File: config.mk
export PLATFORM = sky130hd
export DESIGN_NAME = wshb_arbiter
export DESIGN_NICKNAME = d
export VERILOG_FILES = /design/src/rtl/wshb_arbiter.sv
export SDC_FILE = /design/constraint.sdc
export NUM_CORES = 1
export LEC_CHECK = 0
export CAP_MARGIN = 10
export CORE_AREA = 2 2 82 84
export DETAILED_ROUTE_END_ITERATION = 10
export DIE_AREA = 0 0 84 86
export PLACE_DENSITY = 0.72
export SETUP_SLACK_MARGIN = 0.02
export SKIP_CTS_REPAIR_TIMING = 1
export SLEW_MARGIN = 20
export SYNTH_ARGS = -nofsm -noshare
export SYNTH_HDL_FRONTEND = slang
export SYNTH_SLANG_ARGS = --single-unit
File: constraint.sdc
create_clock -name clk -period 1.9 [get_ports clk]
set_input_delay 0.38 -clock clk [delete_from_list [all_inputs] [get_ports clk]]
set_output_delay 0.38 -clock clk [all_outputs]
set_load 0.005 [all_outputs]
File: src/rtl/wshb_arbiter.sv
// rtl/wshb_arbiter.sv - two-master to one-slave Wishbone arbiter
//
// Purpose:
//   Grants the SDRAM controller slave port to one of two Wishbone masters
//   for the full duration of that master's cyc. Master 0 is the framebuffer
//   writer, master 1 the display read-back master. Ties are broken
//   round-robin using the most recently granted master.
//
// Configuration:
//   WSHB_ARB_FIXED_PRIO_EN - when defined, master 1 wins every tie and the
//   round-robin history is ignored. Undefined: round-robin.
//
// Ports:
//   clk, rst_n          clock, asynchronous active-low reset
//   m0_* / m1_*         master request side (cyc, stb, we, adr, dat_ms,
//                       sel, cti, bte) and per-master ack
//   s_*                 slave request side, muxed from the granted master
//   s_dat_sm, s_ack     slave read data and acknowledge
//   m_dat_sm            slave read data broadcast to both masters
module wshb_arbiter #(
  parameter int ADR_W = 32,
  parameter int DAT_W = 16
) (
  input  logic               clk,
  input  logic               rst_n,

  input  logic               m0_cyc,
  input  logic               m0_stb,
  input  logic               m0_we,
  input  logic [ADR_W-1:0]   m0_adr,
  input  logic [DAT_W-1:0]   m0_dat_ms,
  input  logic [DAT_W/8-1:0] m0_sel,
  input  logic [2:0]         m0_cti,
  input  logic [1:0]         m0_bte,
  output logic               m0_ack,

  input  logic               m1_cyc,
  input  logic               m1_stb,
  input  logic               m1_we,
  input  logic [ADR_W-1:0]   m1_adr,
  input  logic [DAT_W-1:0]   m1_dat_ms,
  input  logic [DAT_W/8-1:0] m1_sel,
  input  logic [2:0]         m1_cti,
  input  logic [1:0]         m1_bte,
  output logic               m1_ack,

  output logic               s_cyc,
  output logic               s_stb,
  output logic               s_we,
  output logic [ADR_W-1:0]   s_adr,
  output logic [DAT_W-1:0]   s_dat_ms,
  output logic [DAT_W/8-1:0] s_sel,
  output logic [2:0]         s_cti,
  output logic [1:0]         s_bte,
  input  logic [DAT_W-1:0]   s_dat_sm,
  input  logic               s_ack,

  output logic [DAT_W-1:0]   m_dat_sm
);

  typedef enum logic [1:0] {
    IDLE = 2'd0,
    GNT0 = 2'd1,
    GNT1 = 2'd2
  } state_t;

  state_t state;
  logic   last;       // most recently granted master
  logic   tie_to_m1;  // who wins when both cyc rise together in IDLE

`ifdef WSHB_ARB_FIXED_PRIO_EN
  assign tie_to_m1 = 1'b1;
`else
  // Round-robin: the master that was not served last wins the tie.
  assign tie_to_m1 = ~last;
`endif

  // Grant state. A grant is held for as long as the owner keeps cyc high;
  // when it drops, a waiting master takes over on the very next edge.
  always_ff @(posedge clk or negedge rst_n) begin
    if (!rst_n) begin
      state <= IDLE;
      last  <= 1'b1;
    end else begin
      case (state)
        IDLE: begin
          if (m0_cyc && m1_cyc) begin
            if (tie_to_m1) begin
              state <= GNT1;
              last  <= 1'b1;
            end else begin
              state <= GNT0;
              last  <= 1'b0;
            end
          end else if (m0_cyc) begin
            state <= GNT0;
            last  <= 1'b0;
          end else if (m1_cyc) begin
            state <= GNT1;
            last  <= 1'b1;
          end
        end
        GNT0: begin
          if (!m0_cyc) begin
            if (m1_cyc) begin
              state <= GNT1;
              last  <= 1'b1;
            end else begin
              state <= IDLE;
            end
          end
        end
        GNT1: begin
          if (!m1_cyc) begin
            if (m0_cyc) begin
              state <= GNT0;
              last  <= 1'b0;
            end else begin
              state <= IDLE;
            end
          end
        end
        default: state <= IDLE;
      endcase
    end
  end

  // Combinational routing. s_cyc follows the owner's cyc directly, so an
  // aborted cycle releases the slave in the same clock. Acks are gated by
  // the owner's cyc so a late slave ack after an abort is swallowed.
  always_comb begin
    s_cyc    = 1'b0;
    s_stb    = 1'b0;
    s_we     = 1'b0;
    s_adr    = '0;
    s_dat_ms = '0;
    s_sel    = '0;
    s_cti    = '0;
    s_bte    = '0;
    m0_ack   = 1'b0;
    m1_ack   = 1'b0;
    case (state)
      GNT0: begin
        s_cyc    = m0_cyc;
        s_stb    = m0_stb;
        s_we     = m0_we;
        s_adr    = m0_adr;
        s_dat_ms = m0_dat_ms;
        s_sel    = m0_sel;
        s_cti    = m0_cti;
        s_bte    = m0_bte;
        m0_ack   = s_ack & m0_cyc;
      end
      GNT1: begin
        s_cyc    = m1_cyc;
        s_stb    = m1_stb;
        s_we     = m1_we;
        s_adr    = m1_adr;
        s_dat_ms = m1_dat_ms;
        s_sel    = m1_sel;
        s_cti    = m1_cti;
        s_bte    = m1_bte;
        m1_ack   = s_ack & m1_cyc;
      end
      default: ;
    endcase
  end

  assign m_dat_sm = s_dat_sm;

endmodule

# --- Word-level counts from Yosys, hierarchy flattened ---
# Index checks and enable logic that the tools add are counted.
classes:
  n_eq_ne: 6
  muxes: 27
  bitwise: 2
  n_reduce_logical: 5
op_table:
  columns: ["operator", "count"]
  rows:
  - ["32-bit one-hot mux with 2 select lines", 1]
  - ["16-bit one-hot mux with 2 select lines", 1]
  - ["2-bit two-way mux", 7]
  - ["1-bit two-way mux", 10]
  - ["2-bit one-hot mux with 2 select lines", 2]
  - ["2-bit != test, second input constant", 3]
  - ["1-bit one-hot mux with 2 select lines", 3]
  - ["2-bit one-hot mux with 3 select lines", 1]
  - ["3-bit one-hot mux with 2 select lines", 1]
  - ["4-bit != test, second input constant", 1]
  - ["4-bit AND reduction", 1]
  - ["1-bit one-hot mux with 3 select lines", 1]
  - ["3-bit AND reduction", 1]
  - ["3-bit nonzero test", 1]
  - ["1-bit AND", 2]
  - ["2-bit by 1-bit equality test with 1-bit output, second input constant", 1]
  - ["2-bit equality test, second input constant", 1]
  - ["2-bit zero test", 1]
  - ["1-bit logical AND", 1]
word_totals:
  register_bits: 3
  input_bits: 135

# --- Depth between registers and ports, before layout ---
logic_depth:
  depth_word: 4
  mapped_depth: 6

# --- Least setup slack after synthesis ---
# Ideal clock, no wire load.
synth_timing:
  kind: "flip-flop to output port"
  from: "reg state[0]"
  to: "out s_adr[0]"
  t_arrival_ns: 1.414
  required_time_ns: 1.520
  path_slack_ns: 0.106
  stages_incl_launch_ff: 7
  path_cell_list: "dfrtp_1 > inv_1 > ha_1 > and2_4 > buf_6 > buf_6 > a22o_1"
synth_between:
  elab_chain_len: 2
  word_cells_on_any_way: 3
synth_rtl:
  columns: ["element", "line", "text"]
  rows:
  - ["start, declared", "67", "state_t state;"]
  - ["start signal, assigned", "82", "state <= IDLE;"]
  - ["start signal, assigned", "89", "state <= GNT1;"]
  - ["start signal, assigned", "92", "state <= GNT0;"]
  - ["2-bit equality test or 2-bit by 1-bit equality test with 1-bit output (tied branches)", "142", "case (state)"]
  - ["32-bit one-hot mux with 2 select lines (*)", "142", null]
  - ["end, declared", "50", "output logic [ADR_W-1:0] s_adr,"]
# Every way passes the cells marked *; elsewhere a longest branch is shown, timed or not.

# --- Final worst setup path ---
layout_timing:
  from: "reg state[0]"
  to: "out s_adr[6]"
# Same word-level chain as after synthesis.

==> summary.txt <==
STA
  • Final setup slack of the worst path: -312 ps
  • Max Freq: 452 MHz
  • Final worst-path cycle share: 1.16
  • Pin slew with the least headroom to its limit: 269 ps
  • Final setup viols: 57
  • Worst hold slack: 350 ps
  • Final Max Slew Viols: 0
  • Setup TNS: -10920 ps
  • Rel. slew slack: 0.820
  • Unrepaired setup endpoints after global routing: yes
  • Min Tclk post-route: 2210 ps
  • Fin. Hold Viols: 0
  • Clock skew: 0.231 ps

Place
  • DPL Wire Length: 4820 um
  • Port bufs: 178
  • Global placer's final weighted congestion: 0.829

Logic synthesis
  • Post-synth EDFFs: 0
  • Post-Synth XOR/XNOR Area: 0
  • Most common cell in the netlist: a22o_1
  • Syn_nets: 260
  • Ys async rst share: 1.00
  • Syn Area/Cell: 8.70 um2
  • Mapped Area: 1040 um2
  • Mux cell area share after synthesis: 0
  • Register area share after synthesis: 0.0731
  • Post-synthesis adder-cell area fraction: 0.0600
  • Yosys warns: 0
  • Synthesized flop and latch total: 3
  • Compound-gate portion of the synthesized area: 0.573
  • Simple-Gate Fraction of Synth Area: 0.0779
  • Ranking of synthesized cells by area: a22o_1 47%, buf_4 13%, ha_1 6.0%
  • Cell taking the most area after synthesis: a22o_1
  • Ys flop type: dfrtp_1
  • Synth Instances: 120
  • Top cells by count, synth: 56 x a22o_1, 18 x buf_4, 6 x buf_2
  • Synth top area share: 0.470
  • Largest family of logic cells by synthesized area: compound AO/OA/AOI/OAI gates
  • Number of unique standard cell types used by synthesis: 28

Global route
  • Global-route wire length before repair: 8710 um
  • Gr usage total: 0.147
  • Congestion Overflow GR: 0
  • Number of global-route vias before repair: 1570
  • Initial antenna violation count: 0
  • Pin count of the biggest net entering global routing: 58

Power and ir drop
  • Peak VDD IR: 773 uV
  • PD cells: 1100 nW/um2
  • Leak: 1.66 nW
  • Tot Pwr: 0.00374 W

Floorplan
  • Die area: 7220 um2
  • Core Rows: 29
  • Die Wd: 84 um
  • Initial Util: 0.166
  • Die height: 86 um
  • I/O pin count: 211
  • Core Area: 6280 um2

Outcome
  • Failing checks: setup timing
  • Status: complete, but fails checks

Routing
  • DR pass1 iterations: 5
  • Final ANT Viol Nets: 0
  • WL final: 8120 um
  • Vias per std cell: 4.69
  • Residual DRC: 0
  • DRT iter0 DRCs: 64
  • Routed WL per cell: 18.8 um
  • Total number of vias: 2021

Clocking
  • CTS Buf Count: 3
  • Clock sink count: 3
  • Clock latency on the worst-skew pair: 210 ps
  • Clock Tree Buf Depth: 2
  • Clock Root Buffer: clkbuf_8
  • Register clock-pin slew on the reported worst setup and hold paths: 30 ps
  • TritonCTS clock tree: built
  • H-tree Lvls: 1

Critical path
  • Peak fanout along the critical path: 5
  • CP startpoint kind: flop
  • Buf/Inv on CP: 5
  • CP delay by family, top: buffers and inverters
  • Worst Path Arrival: 1830 ps
  • Cell breakdown of the critical path: inv_2 -> ha_4 -> and2_4 -> clkbuf_16 -> buf_8 -> buf_6 -> a22o_1 -> buf_2
  • Critical Path End Type: output pin
  • Critical path's slowest cell: dfrtp_1
  • WS Path Type: reg2out
  • Worst EP required: 1520 ps
  • Max incr delay on CP: 400 ps

Final layout
  • Area Growth Syn to Fin: 227%
  • Layout net count: 495
  • N_diodes: 0
  • Fill count: 591
  • Layout cells sized above 1: 0.435

Flow run
  • Total of max-cap violations: 0

Min path
  • Hold crit path type: in2async
-- sequential cells by signal, indices dropped and copies added, names as in the netlist --
register / cells
last: 1
state: 2
-- power breakdown --
group,internal [W],total [W],leakage (nW),switching (W)
clock,0.000143,0.000185,0.0228,0.0000421
sequential,0.000103,0.000128,0.0359,0.0000249
combinational,0.00214,0.00343,1.60,0.00129
-- layer usage --
layer,vias up,wire (um),global-route usage
met4,0,119,0.0279
met3,12,558,0.0298
li1,947,-,-
met5,-,0,0
met2,102,4060,0.257
met1,960,3390,0.189
-- cell usage in the layout, fill, tap and decap left out, types with 3 or more instances in the layout --
| master | instances |
|---|---|
| a22o_1 | 56 |
| clkbuf_16 | 4 |
| and2_4 | 11 |
| clkbuf_2 | 45 |
| buf_6 | 39 |
| clkbuf_8 | 3 |
| buf_4 | 24 |
| ha_4 | 3 |
| dlymetal6s2s_1 | 3 |
| buf_2 | 11 |
| buf_8 | 4 |
| clkdlybuf4s50_1 | 118 |
-- metrics by stage --
| step | area, um2 | setup WS (ps) | utilization | std cells |
|---|---|---|---|---|
| global placement | 2820 | -484 | 0.450 | 360 |
| CTS | 2870 | -766 | 0.457 | 364 |
| global route | 3410 | -361 | 0.544 | 431 |
| detailed placement | 2820 | -528 | 0.450 | 360 |
| floorplan | 1040 | 106 | - | 120 |
| finish | 3410 | -312 | 0.544 | 431 |
-- worst register-to-register path: stages, from the launching register on --
cell     delay (ps)
dfrtp_1         380
inv_2            70
buf_6           120
ha_4            160
buf_6           120
a22o_4          240
buf_4           120
buf_4           120
o21ai_0         190
o41ai_2         100
-- final cells by class --
type                       instances  area [um2]  share of cell area
timing repair buffer             250        2320               0.679
sequential                         3        76.3              0.0224
inverter                           4        15.0             0.00440
multi-input combinational         93         862               0.253
clock buffer                       4        45.0              0.0132
tap                               77        96.3              0.0282
-- cell families after synthesis --
group,after synthesis
fa+ha+maj,5
simple gates,12
buf+inv,32
compound gates,68
flops,3
-- path summary, 6_finish.rpt --
check                           startpoint        to  slack (ps)  cells after the start
worst max-delay path              state[0]  s_adr[6]        -310                      8
worst min-delay path                 rst_n  state[1]         350                      1
worst max register to register    state[0]  state[0]         150                      9
worst min register to register        last      last         630                      2
max in group asynchronous            rst_n      last        1330                      1
min in group clk                      last      last         630                      2
(Power assumes the default switching activity.)
